--- config.mk ---
export PLATFORM = sky130hd
export DESIGN_NAME = ps2_host_tx
export DESIGN_NICKNAME = d
export VERILOG_FILES = /design/src/rtl/ps2_host_tx.sv
export SDC_FILE = /design/constraint.sdc
export NUM_CORES = 1
export LEC_CHECK = 0
export BUFFER_PORTS_ARGS = -buffer_cell sky130_fd_sc_hd__buf_2
export CORE_MARGIN = 2
export CORE_UTILIZATION = 45
export DETAILED_ROUTE_END_ITERATION = 7
export PLACE_DENSITY = 0.73
export SYNTH_ARGS = -nofsm -noshare
export SYNTH_HDL_FRONTEND = slang
export SYNTH_SLANG_ARGS = --single-unit
--- constraint.sdc ---
create_clock -name clk -period 2.1 [get_ports clk]
set_clock_uncertainty 0.05 [all_clocks]
set_input_delay 0.525 -clock clk [delete_from_list [all_inputs] [get_ports clk]]
set_output_delay 0.525 -clock clk [all_outputs]
set_load 0.05 [all_outputs]
--- src/rtl/ps2_host_tx.sv ---
// PS/2 host-to-device transmitter: inhibit, request-to-send, 10-bit shift, ack capture.
// Latency: ps2_clk_oe rises the cycle after acceptance; data bits follow device clock falls.
// Backpressure: tx_ready is low from acceptance until the cycle after tx_done.
module ps2_host_tx #(
  parameter int INHIBIT_CYCLES = 5000,
  parameter int FILTER_LEN     = 8,
  parameter int TIMEOUT_CYCLES = 750000
) (
  input  logic       clk,
  input  logic       rst_n,
  input  logic       ps2_clk_in,
  input  logic       ps2_data_in,
  output logic       ps2_clk_oe,
  output logic       ps2_data_oe,
  input  logic       tx_valid,
  input  logic [7:0] tx_data,
  output logic       tx_ready,
  output logic       tx_done,
  output logic       tx_err
);

  localparam int CNT_MAX = (INHIBIT_CYCLES > TIMEOUT_CYCLES) ? INHIBIT_CYCLES : TIMEOUT_CYCLES;
  localparam int CW      = $clog2(CNT_MAX + 1);
  localparam int FW      = $clog2(FILTER_LEN + 1);

  localparam logic [CW-1:0] L_INH_LAST = CW'(INHIBIT_CYCLES - 1);
  localparam logic [CW-1:0] L_TIMEOUT  = CW'(TIMEOUT_CYCLES);
  localparam logic [FW-1:0] L_FLT_LAST = FW'(FILTER_LEN - 1);

  typedef enum logic [2:0] {
    S_IDLE,
    S_INHIBIT,
    S_START,
    S_SEND,
    S_ACK,
    S_WAIT_IDLE
  } state_t;

  // Line index 0 = PS/2 clock, 1 = PS/2 data.
  logic [1:0]    w_pad;
  logic [1:0]    r_sync0;
  logic [1:0]    r_sync1;
  logic [1:0]    r_filt;
  logic [FW-1:0] r_fcnt [2];
  logic          r_clk_filt_d;
  logic          w_fall;

  state_t        r_state;
  logic [CW-1:0] r_cnt;
  logic [3:0]    r_bit_cnt;
  logic [9:0]    r_shift;
  logic          r_ack;
  logic          r_clk_oe;
  logic          r_data_oe;
  logic          r_tx_ready;
  logic          r_tx_done;
  logic          r_tx_err;

  assign w_pad = {ps2_data_in, ps2_clk_in};

  for (genvar g = 0; g < 2; g++) begin : g_cond
    // Two-flop synchronizer followed by a run-length filter; both idle high like the bus.
    always_ff @(posedge clk or negedge rst_n) begin
      if (!rst_n) begin
        r_sync0[g] <= 1'b1;
        r_sync1[g] <= 1'b1;
        r_filt[g]  <= 1'b1;
        r_fcnt[g]  <= '0;
      end else begin
        r_sync0[g] <= w_pad[g];
        r_sync1[g] <= r_sync0[g];
        if (r_sync1[g] == r_filt[g]) begin
          r_fcnt[g] <= '0;
        end else if (r_fcnt[g] == L_FLT_LAST) begin
          r_filt[g] <= r_sync1[g];
          r_fcnt[g] <= '0;
        end else begin
          r_fcnt[g] <= r_fcnt[g] + FW'(1);
        end
      end
    end
  end

  // Delayed filtered clock for falling-edge detection.
  always_ff @(posedge clk or negedge rst_n) begin
    if (!rst_n) r_clk_filt_d <= 1'b1;
    else        r_clk_filt_d <= r_filt[0];
  end

  assign w_fall = r_clk_filt_d & ~r_filt[0];

  // Transfer sequencer; all bus and handshake outputs are registered here.
  always_ff @(posedge clk or negedge rst_n) begin
    if (!rst_n) begin
      r_state    <= S_IDLE;
      r_cnt      <= '0;
      r_bit_cnt  <= '0;
      r_shift    <= '0;
      r_ack      <= 1'b0;
      r_clk_oe   <= 1'b0;
      r_data_oe  <= 1'b0;
      r_tx_ready <= 1'b1;
      r_tx_done  <= 1'b0;
      r_tx_err   <= 1'b0;
    end else begin
      r_tx_done <= 1'b0;
      case (r_state)
        S_IDLE: begin
          r_clk_oe  <= 1'b0;
          r_data_oe <= 1'b0;
          // tx_ready stays low through the tx_done cycle, so acceptance waits one cycle.
          if (r_tx_ready && tx_valid) begin
            r_shift    <= {1'b1, ~^tx_data, tx_data};
            r_cnt      <= '0;
            r_tx_ready <= 1'b0;
            r_tx_err   <= 1'b0;
            r_clk_oe   <= 1'b1;
            r_state    <= S_INHIBIT;
          end else begin
            r_tx_ready <= 1'b1;
          end
        end
        S_INHIBIT: begin
          if (r_cnt == L_INH_LAST) begin
            r_data_oe <= 1'b1;
            r_state   <= S_START;
          end else begin
            r_cnt <= r_cnt + CW'(1);
          end
        end
        S_START: begin
          // Release the clock; the start bit (data low) stays driven.
          r_clk_oe  <= 1'b0;
          r_bit_cnt <= '0;
          r_cnt     <= '0;
          r_state   <= S_SEND;
        end
        S_SEND: begin
          if (r_cnt == L_TIMEOUT) begin
            r_clk_oe  <= 1'b0;
            r_data_oe <= 1'b0;
            r_tx_done <= 1'b1;
            r_tx_err  <= 1'b1;
            r_state   <= S_IDLE;
          end else if (w_fall) begin
            r_data_oe <= ~r_shift[0];
            r_shift   <= {1'b0, r_shift[9:1]};
            r_bit_cnt <= r_bit_cnt + 4'd1;
            r_cnt     <= '0;
            if (r_bit_cnt == 4'd9) r_state <= S_ACK;
          end else begin
            r_cnt <= r_cnt + CW'(1);
          end
        end
        S_ACK: begin
          r_data_oe <= 1'b0;
          if (r_cnt == L_TIMEOUT) begin
            r_clk_oe  <= 1'b0;
            r_tx_done <= 1'b1;
            r_tx_err  <= 1'b1;
            r_state   <= S_IDLE;
          end else if (w_fall) begin
            r_ack   <= ~r_filt[1];
            r_cnt   <= '0;
            r_state <= S_WAIT_IDLE;
          end else begin
            r_cnt <= r_cnt + CW'(1);
          end
        end
        S_WAIT_IDLE: begin
          if (r_filt == 2'b11) begin
            r_tx_done <= 1'b1;
            r_tx_err  <= ~r_ack;
            r_state   <= S_IDLE;
          end else if (r_cnt == L_TIMEOUT) begin
            r_clk_oe  <= 1'b0;
            r_data_oe <= 1'b0;
            r_tx_done <= 1'b1;
            r_tx_err  <= 1'b1;
            r_state   <= S_IDLE;
          end else begin
            r_cnt <= r_cnt + CW'(1);
          end
        end
        default: r_state <= S_IDLE;
      endcase
    end
  end

  assign ps2_clk_oe  = r_clk_oe;
  assign ps2_data_oe = r_data_oe;
  assign tx_ready    = r_tx_ready;
  assign tx_done     = r_tx_done;
  assign tx_err      = r_tx_err;

endmodule

== Yosys cells after proc, flatten, opt, wreduce, memory -nomap -nowiden ==
Cells that the tools add are included.

* Add/subtract/negate cells: 4
* Multipliers: 0
* Div/mod/pow operators: 0
* $lt $le $gt $ge: 0
* Eq/ne operators: 26
* Shifts and indexed selects: 0
* Multiplexer cells: 46
* Bitwise logic cells: 8
* Reductions and logical operators: 21

{| class="wikitable"
|+ Operators by type and width
! cell !! count
|-
| $mux W20 || 6
|-
| $pmux W20 S5 || 1
|-
| $mux W10 || 3
|-
| $mux W3 || 9
|-
| $mux W4 || 6
|-
| $add A20 B1 Y20 const B || 1
|-
| $eq A20 B13 Y1 const B || 1
|-
| $eq A20 B20 Y1 const B || 1
|-
| $pmux W10 S2 || 1
|-
| $ne A2 B2 Y1 const B || 9
|-
| $pmux W3 S6 || 1
|-
| $mux W1 || 14
|-
| $add A4 B1 Y4 const B || 3
|-
| $ne A3 B3 Y1 const B || 4
|-
| $reduce_and A6 Y1 || 2
|-
| $eq A4 B3 Y1 const B || 2
|-
| $pmux W1 S4 || 2
|-
| $pmux W4 S2 || 1
|-
| $reduce_and A2 Y1 || 4
|-
| $reduce_bool A4 Y1 || 2
|-
| $reduce_xnor A8 Y1 || 1
|-
| $not A1 Y1 || 7
|-
| $eq A3 B2 Y1 const B || 2
|-
| $eq A3 B3 Y1 const B || 2
|-
| other kinds (16) || 20
|}

* Flip-flop bits (word level): 58
* Bits in latches: 0
* RAM bits: 0
* Memory bits (read-only): 0
* Bits of input ports: 13
* Output and inout bits: 5
* Memories kept: 0

== Depth between registers and ports, before layout ==
Gate-level depths: netlist of run 1.

* Word-level depth: 5
* Gate-level depth with buffers: 10
* Depth with buffers taken out: 8

== Worst setup path after synthesis of run 1 ==
Ideal clock, no wire load.

* Path type: register -> register
* From: register r_tx_ready (netlist: tx_ready)
* To: register r_cnt[10]
* Data arrival time: 2205 ps
* Required time: 1955 ps
* Path slack: -251 ps
* Stages on the path, launching flop included: 9
* Buffers on the path: 2
* Period minus slack after synthesis: 2351 ps
* Cell sequence: dfstp_2 a2111o_1 o21ai_0 a31oi_1 o22ai_2 or3_1 buf_2 buf_4 o31ai_1

* Word-level cells in the longest chain between the ends: 3

{| class="wikitable"
|+ RTL lines
! what !! line !! RTL
|-
| from (decl) || 55 || <nowiki>logic r_tx_ready;</nowiki>
|-
| from (signal assigned) || 102 || <nowiki>r_tx_ready <= 1'b1;</nowiki>
|-
| from (signal assigned) || 115 || <nowiki>r_tx_ready <= 1'b0;</nowiki>
|-
| from (signal assigned) || 120 || <nowiki>r_tx_ready <= 1'b1;</nowiki>
|-
| $logic_and A1 B1 Y1 || 112 || <nowiki>if (r_tx_ready && tx_valid) begin</nowiki>
|-
| $ne A2 B2 Y1 (no source line) || n/a ||
|-
| $reduce_and A6 Y1 (no source line) || n/a ||
|-
| to (signal assigned) || 128 || <nowiki>r_cnt <= r_cnt + CW'(1);</nowiki>
|-
| to (signal assigned) || 152 || <nowiki>r_cnt <= r_cnt + CW'(1);</nowiki>
|-
| to (signal assigned) || 167 || <nowiki>r_cnt <= r_cnt + CW'(1);</nowiki>
|-
| to (decl) || 49 || <nowiki>logic [CW-1:0] r_cnt;</nowiki>
|}

No other way between the ends.
A chain may end at the register's enable or synchronous reset.

== Worst setup path in the final report of run 1 ==
* From: register r_cnt[1]
* To: register r_cnt[7]

* Word-level cells in the longest chain between the ends: 4
* Elaborated cells between the ends (all ways): 13
* Classes of those cells: 1 x add/sub; 5 x eq/ne; 6 x mux; 1 x reduce/logical

{| class="wikitable"
|+ RTL lines
! what !! line !! RTL
|-
| $add A20 B1 Y20 || n/a ||
|-
| $mux W20, on equally long branches || 175, 145, 162 ||
|-
| $mux W20, on equally long branches || 171, 139 ||
|-
| $pmux W20 S5 || 107 || <nowiki>case (r_state)</nowiki>
|}

Parallel ways exist; a longest one is shown, timed or not. The select of a mux whose other input is x is not followed.

==> results of run 1 <==
[cell type report]
type,instances,area (sq um),share of cell area [%]
Clock buffer,14,183,4.29
Clock inverter,2,10.0,0.235
Inverter,10,37.5,0.882
Multi-Input combinational cell,261,1790,42.1
Sequential cell,58,1460,34.3
Tap cell,96,120,2.82
Timing Repair Buffer,77,654,15.4
[per-stage QoR]
| step | TNS [ns] | instances |
|---|---|---|
| after floorplan | -0.853 | 344 |
| after global placement | -3.00 | 492 |
| after detailed placement | -4.98 | 492 |
| after CTS | -1.65 | 511 |
| after global routing | -7.97 | 518 |
| final | -4.36 | 518 |
[sequential cells by signal, indices dropped and copies added, names as in the netlist, 2 cells and up]
name and count:
r_sync0 2, r_state 3, r_fcnt 8, r_sync1 2
r_bit_cnt 4, r_shift 10, r_cnt 20, r_filt 2
[how the worst max path moves through the flow]
stage             endpoint  slack, ns  cells past startpoint       from
2_1_floorplan  ps2_data_oe       -0.1                      7   r_cnt[6]
3_3_place_gp    r_state[0]      -0.16                      7  r_cnt[11]
3_5_place_dp    r_shift[7]      -0.27                      8   r_cnt[0]
4_1_cts        ps2_data_oe      -0.12                      7  r_cnt[11]
5_1_grt           r_cnt[7]      -0.31                     11   r_cnt[1]
6_report          r_cnt[7]      -0.21                     10   r_cnt[1]
[power by group]
group | switching (mW) | leakage [nW] | total [mW] | internal [mW]
logic | 1.16 | 1.04 | 2.03 | 0.863
clock network | 0.446 | 0.102 | 1.00 | 0.554
registers | 0.195 | 0.732 | 1.60 | 1.41
[per-layer routing]
| metal | global-route usage [%] | share of wire (%) |
|---|---|---|
| met1 | 28.0 | 43 |
| met2 | 35.3 | 50 |
| met3 | 5.41 | 5.3 |
| met4 | 8.40 | 2.4 |
| met5 | 0 | 0 |
[Yosys cell counts, types with 2 or more instances]
| cell type | instances |
|---|---|
| dfrtp_1 | 50 |
| nor2_1 | 36 |
| nand2_1 | 31 |
| o31ai_1 | 26 |
| o21ai_0 | 21 |
| a21oi_1 | 20 |
| nand3_1 | 14 |
| nor3_1 | 13 |
| mux2i_1 | 11 |
| xnor2_1 | 11 |
| inv_1 | 9 |
| nor2b_1 | 9 |
| buf_2 | 8 |
| dfstp_2 | 8 |
| a31oi_1 | 6 |
| clkbuf_1 | 6 |
| ha_1 | 6 |
| o41ai_1 | 5 |
| and3_1 | 4 |
| nand2b_1 | 4 |
| nor4_1 | 4 |
| and4_1 | 3 |
| or3_1 | 3 |
| mux2_2 | 2 |
| nand4_1 | 2 |
| o22a_1 | 2 |
| o22ai_1 | 2 |
[kinds of logic after synthesis]
group / synth area share, %
AOI/OAI and AO/OA: 20.0
xor gates and xnor gates: 3.01
adders and majority gates: 2.35
buffers and inverters: 3.99
DFF: 45.7
muxes: 4.15
and+or+nand+nor: 20.8
[what timing repair did]
action | in CTS | in global routing
pin swaps | 3 | 11
resized for setup | 20 | 21
setup endpoints to repair | 34 | 39
setup buffers | 2 | 2
cloned | 1 | 5
==> key figures, run 1 <==
Run status
  • Status: finished, violations left
  • Violated checks: negative setup slack

Power and ir drop
  • Leakage: approximately 1.9 nW
  • VDD IR max: about 0.57 mV
  • Final Power: 4.63 mW
  • Pwr dens: around 1100 mW/mm^2

Synth
  • Post-synth top area cell: dfrtp_1
  • Seq/Total Area, Yosys: about 46%
  • Asr flop ratio synth: 100%
  • Synth top area share: roughly 40%
  • Most used flip-flop cell after synthesis: dfrtp_1
  • Top cells by area, synth: dfrtp_1, dfstp_2, o31ai_1, nor2_1, nand2_1
  • EDFF count, synth: 0
  • Synthesized cell area: between 0.003 and 0.004 sq mm
  • Yosys warning total: 0
  • Syn Nets: 363
  • Flops & latches, synth: 58
  • Syn Area/Cell: between 9 and 10 sq um
  • Cell variety after synth: 55
  • Synth Instances: about 340

Global routing
  • Total GRT Usage: a little over a fifth
  • First-pass GRT wire length: about 13 mm
  • Largest net degree at the start of global routing: 59
  • Number of global-route vias before repair: roughly 2900
  • Grt total ovfl: 0
  • Initial antenna violation count: 0

Placed design
  • Placer Congestion: 0.855
  • DP Area: between 0.003 and 0.004 sq mm
  • Dpl ws: -0.270 ns
  • IO Port Bufs: 17
  • Post-DP HPWL: ~5.4 mm

Route
  • Vias per cell: between 5 and 6
  • Wire length per cell: approximately 17 microns
  • Detail Route Antenna Nets: 0
  • DRC viols: 0
  • Total detailed-routing wirelength: slightly below 9 mm
  • DR pass1 iterations: 5
  • Via count: just over 3000
  • Detailed Route Iter0 Violations: ~320

Clock tree
  • CTS tree: yes
  • H-tree lvl count: 3
  • CTS buffer count: 9
  • Clk sinks: 58
  • CTS clock-pin slew for the worst setup and hold paths: roughly 0.07 ns
  • Hold buffer count at CTS: 0
  • CTS Root Cell: clkbuf_8
  • Worst-Skew Late Latency: approximately 0.34 ns
  • Longest Clk Path Bufs: 2

Worst setup path
  • WP data arrival: approximately 2.5 ns
  • R2r startpoint: r_cnt[1]
  • Worst setup SP type: flop
  • Crit-path cells: inv_1, ha_1, nand2_1, nor4_1, buf_4, nand4_1, a21boi_2, or3_4, buf_12, o31ai_1
  • WP data required: about 2.3 ns
  • Reg2reg end: r_cnt[7]
  • R2R cell count: 10
  • Kind of critical path: reg -> reg
  • CP bufs+invs: 3
  • CP max stage delay: ~0.47 ns
  • Critical path's top delay family: simple AND/OR/NAND/NOR gates
  • Worst-path fanout max: 6
  • Worst Setup End Kind: flop
  • R2R setup slack: -0.21 ns
  • Critical path's slowest cell: nor4_1

Finish
  • Layout area overhead: 33.2%
  • Most frequent cells in the layout: dfrtp_1, buf_4, nor2_1, nand2_1, a21oi_1
  • Final Cell Area: approximately 0.0043 sq mm
  • Post-layout net count: about 440
  • Layout cells sized above 1: 31.3%
  • FILL cells: ~520
  • Final core occ: about 62%
  • Ant. Diodes: 0
  • Most common cell after layout, fill and taps aside: dfrtp_1

Timing
  • Worst-Margin Slew: 0.707 ns
  • Slew margin rel.: 52.9%
  • Min Tclk post-route: 2.31 ns
  • Final worst-path cycle share: 110%
  • Setup Viol. Count Final: 35
  • Final Hold Vio Count: 0
  • Fmax: approximately 0.43 GHz
  • Worst hold slack: about 0.13 ns
  • RSZ-0062 raised after global routing: true
  • Setup slack after layout: -0.207 ns
  • Final slew viol count: 0

Die
  • Die area: between 0.007 and 0.008 sq mm
  • Io pins: 18
  • Die X: a little under 90 microns
  • Core area: between 0.006 and 0.007 sq mm
  • Die Span Y: ~88 microns
  • Row cnt: 30
  • Starting Density: 46.8%

Flow run
  • Max cap viols: 0

Min path
  • Hold Path Class: in -> async
(Power assumes the default switching activity.)
==> run 2, diff against run 1 <==
--- a/config.mk
+++ b/config.mk
@@ -5,6 +5,7 @@
 export SDC_FILE = /design/constraint.sdc
 export NUM_CORES = 1
 export LEC_CHECK = 0
+export ABC_AREA = 1
 export BUFFER_PORTS_ARGS = -buffer_cell sky130_fd_sc_hd__buf_2
 export CORE_MARGIN = 2
 export CORE_UTILIZATION = 45
==> run 2 against run 1 <==
Net effect:
- the run now ends clean
- worst hold slack lost 0.012 ns
- sequential share of layout area shrank 0.84 points
- setup slack gained 0.38 ns
- core utilization shrank 8.9 points
- sequential cell count is the same
- non-clock buffer count shrank 38
- die area grew 18%
- register-to-register slack gained 0.38 ns
- final area grew 2.7%
- power grew 15%
- count of clock-buffer cells in the layout shrank 2
- critical path type unchanged
- largest cell class unchanged
- largest power group unchanged
==> key figures, run 2 <==
Finish
  • Post-layout net count: 556 (+28%)
  • Most common cell after layout, fill and taps aside: nand2_1
  • Top reg by flops: r_cnt
  • Top Registers: r_cnt x20, r_shift x10, r_fcnt x8
  • Layout cells sized above 1: 25.5% (-5.8 points)
  • Final Cell Area: 0.00437 sq mm (+2.7%)
  • Ant. Diodes: 0 (unchanged)
  • FILL cells: 769 (+47%)
  • Max reg flops: 20 (unchanged)
  • Most frequent cells in the layout: nand2_1, dfrtp_1, nor2_1, inv_1, nand3_1
  • Layout area overhead: 15.4%

Clock tree
  • Worst-Skew Late Latency: 0.34 ns (about the same)
  • CTS clock-pin slew for the worst setup and hold paths: 0.07 ns (about the same)
  • Longest Clk Path Bufs: 2 (unchanged)
  • H-tree lvl count: 3 (unchanged)
  • Clk sinks: 58 (unchanged)
  • CTS buffer count: 9 (unchanged)
  • CTS Root Cell: clkbuf_8
  • Hold buffer count at CTS: 0 (unchanged)
  • CTS tree: yes

Synth
  • Cell variety after synth: 41 (-25%)
  • Yosys warning total: 0 (unchanged)
  • Synth cell count leaders: nand2_1, dfrtp_1, nor2_1
  • Syn Nets: 516 (+42%)
  • Post-synth top area cell: dfrtp_1
  • Largest family of logic cells by synthesized area: simple AND/OR/NAND/NOR gates
  • Synth Instances: 497 (+44%)
  • Synth Area in Adders: 1.98% (-0.37 points)
  • Most used flip-flop cell after synthesis: dfrtp_1
  • Most numerous cell in the Yosys netlist: nand2_1
  • Post-synthesis mux area share: 2.71% (-1.4 points)
  • Compound-Gate Fraction of Synth Area: 6.21% (-14 points)
  • Syn Area/Cell: 7.62 sq um (-18%)
  • Synthesized cell area: 0.00379 sq mm (+19%)
  • Asr flop ratio synth: 100% (unchanged)
  • Synth Area in Simple Gates: 39.1% (+18 points)
  • Top cells by area, synth: dfrtp_1, nand2_1, dfstp_2, nand2_2, nand3_1
  • Synth Area in XOR/XNOR: 4.16% (+1.1 points)
  • Synth top area share: 33.0% (-6.1 points)
  • Flops & latches, synth: 58 (unchanged)
  • EDFF count, synth: 0 (unchanged)
  • Seq/Total Area, Yosys: 38.6% (-7.1 points)

Timing
  • Worst-Margin Slew: 0.543 ns (-0.164 ns)
  • Total negative slack: 0 ns (+4.36 ns)
  • RSZ-0062 raised after global routing: false
  • Final worst-path cycle share: 91.7% (-18 points)
  • Slew margin rel.: 63.8% (+11 points)
  • Final slew viol count: 0 (unchanged)
  • Final Hold Vio Count: 0 (unchanged)
  • Setup Viol. Count Final: 0 (-100%)
  • Worst hold slack: 0.118 ns (-0.0122 ns)
  • Min Tclk post-route: 1.93 ns (-0.381 ns)
  • Fmax: 0.519 GHz (+20%)

Run status
  • Status: finished clean

Worst setup path
  • WP data arrival: 2.11 ns (-0.34 ns)
  • WP data required: 2.28 ns (+0.03 ns)
  • Worst-path fanout max: 9 (+3)
  • Worst Setup End Kind: flop
  • R2R setup slack: 0.17 ns (+0.38 ns)
  • R2r startpoint: r_cnt[0]
  • Reg2reg end: r_shift[4]
  • Kind of critical path: reg -> reg
  • R2R cell count: 11 (+1)
  • Worst setup SP type: flop

Global routing
  • Grt total ovfl: 0 (unchanged)
  • Initial antenna violation count: 0 (unchanged)
  • Largest net degree at the start of global routing: 28 (-53%)
  • Number of global-route vias before repair: 3366 (+17%)
  • Total GRT Usage: 20.8% (-0.87 points)
  • First-pass GRT wire length: 14.8 mm (+11%)

Route
  • Total detailed-routing wirelength: 8.88 mm (+1.5%)
  • Detail Route Antenna Nets: 0 (unchanged)
  • Wire length per cell: 13.7 microns (-19%)
  • Vias per cell: 5.31 (-10%)
  • DRC viols: 0 (unchanged)
  • Via count: 3433 (+12%)
  • Detailed Route Iter0 Violations: 232 (-27%)
  • DR pass1 iterations: 5 (unchanged)

Power and ir drop
  • Leakage: 2.20 nW (+17%)
  • Final Power: 5.34 mW (+15%)
  • VDD IR max: 0.843 mV (+47%)
  • Pwr dens: 1220 mW/mm^2 (+12%)

Placed design
  • DP Area: 0.00407 sq mm (+8.1%)
  • Placer Congestion: 0.972 (+14%)
  • Post-DP HPWL: 6.30 mm (+17%)
  • IO Port Bufs: 17 (unchanged)

Min path
  • Hold Path Class: in -> async

Die
  • Io pins: 18 (unchanged)
  • Die X: 95.7 microns (+8.5%)
  • Core area: 0.00818 sq mm (+20%)
  • Starting Density: 46.3% (-0.45 points)
  • Die area: 0.00917 sq mm (+18%)
  • Die Span Y: 95.7 microns (+8.5%)
  • Row cnt: 33 (+10%)

Flow run
  • Max cap viols: 0 (unchanged)
-- run 2: area by class of cell --
cell class / count / area, sq um / share of cell area, %
clock buffers: 12 / 165 / 3.78
inverters: 50 / 189 / 4.32
well taps: 105 / 131 / 3.01
flip-flops and latches: 58 / 1460 / 33.5
repair buffers: 39 / 263 / 6.01
multi-input cells: 379 / 2090 / 47.7
clock inverters: 4 / 72.6 / 1.66
-- run 2: critical path, stage by stage (launching register included) --
cell,delay (ns)
dfrtp_2,0.45
inv_1,0.11
ha_1,0.18
nand3_1,0.09
nor2_2,0.13
nand3_2,0.10
buf_4,0.18
nand2_2,0.08
nand2_2,0.10
nand3b_4,0.15
buf_4,0.14
o21ai_2,0.05
-- run 2: how the worst max path moves through the flow --
stage,cells after the start,end,from
6_report,11,r_shift[4],r_cnt[0]
5_1_grt,10,r_state[2],r_state[0]
4_1_cts,11,r_cnt[19],r_cnt[0]
3_5_place_dp,11,r_cnt[19],r_cnt[0]
3_3_place_gp,11,r_cnt[17],r_cnt[0]
2_1_floorplan,12,r_cnt[17],r_cnt[0]
-- run 2: cell families (layout without fill, tap and decap cells) --
family	after synthesis	in the layout
compound gates	36	36
xor+xnor	18	18
fa+ha+maj	6	6
buf+inv	62	105
flops	58	58
mux	10	10
simple gates	307	309
-- run 2: stage by stage --
stage	std cells	utilization, %	worst slack (ns)
3_5_place_dp	625	49.7	0.0387
2_1_floorplan	497	-	0.423
3_3_place_gp	625	49.7	0.113
6_report	647	53.5	0.174
4_1_cts	641	52.6	0.0108
5_1_grt	647	53.5	0.0361
-- run 2: per-layer routing --
metal | track usage (%) | up-vias | routed length (microns)
met4 | 5.95 | 0 | 142
met5 | 0 | - | 0
met2 | 36.7 | 118 | 4400
li1 | - | 1680 | -
met3 | 5.64 | 18 | 529
met1 | 24.9 | 1617 | 3820
-- run 2: timing repair --
action | in CTS | in global routing
gates resized for setup | 0 | 5
setup endpoints to repair | 0 | 30
buffers inserted | 0 | 4
hold endpoints to repair | 0 | 0
-- run 2: where the power goes --
part           total [mW]  leakage [nW]  internal [mW]  switching [mW]
Clock                1.22         0.119          0.763           0.455
Combinational        2.48          1.33          0.821            1.66
Sequential           1.64         0.750           1.41           0.227
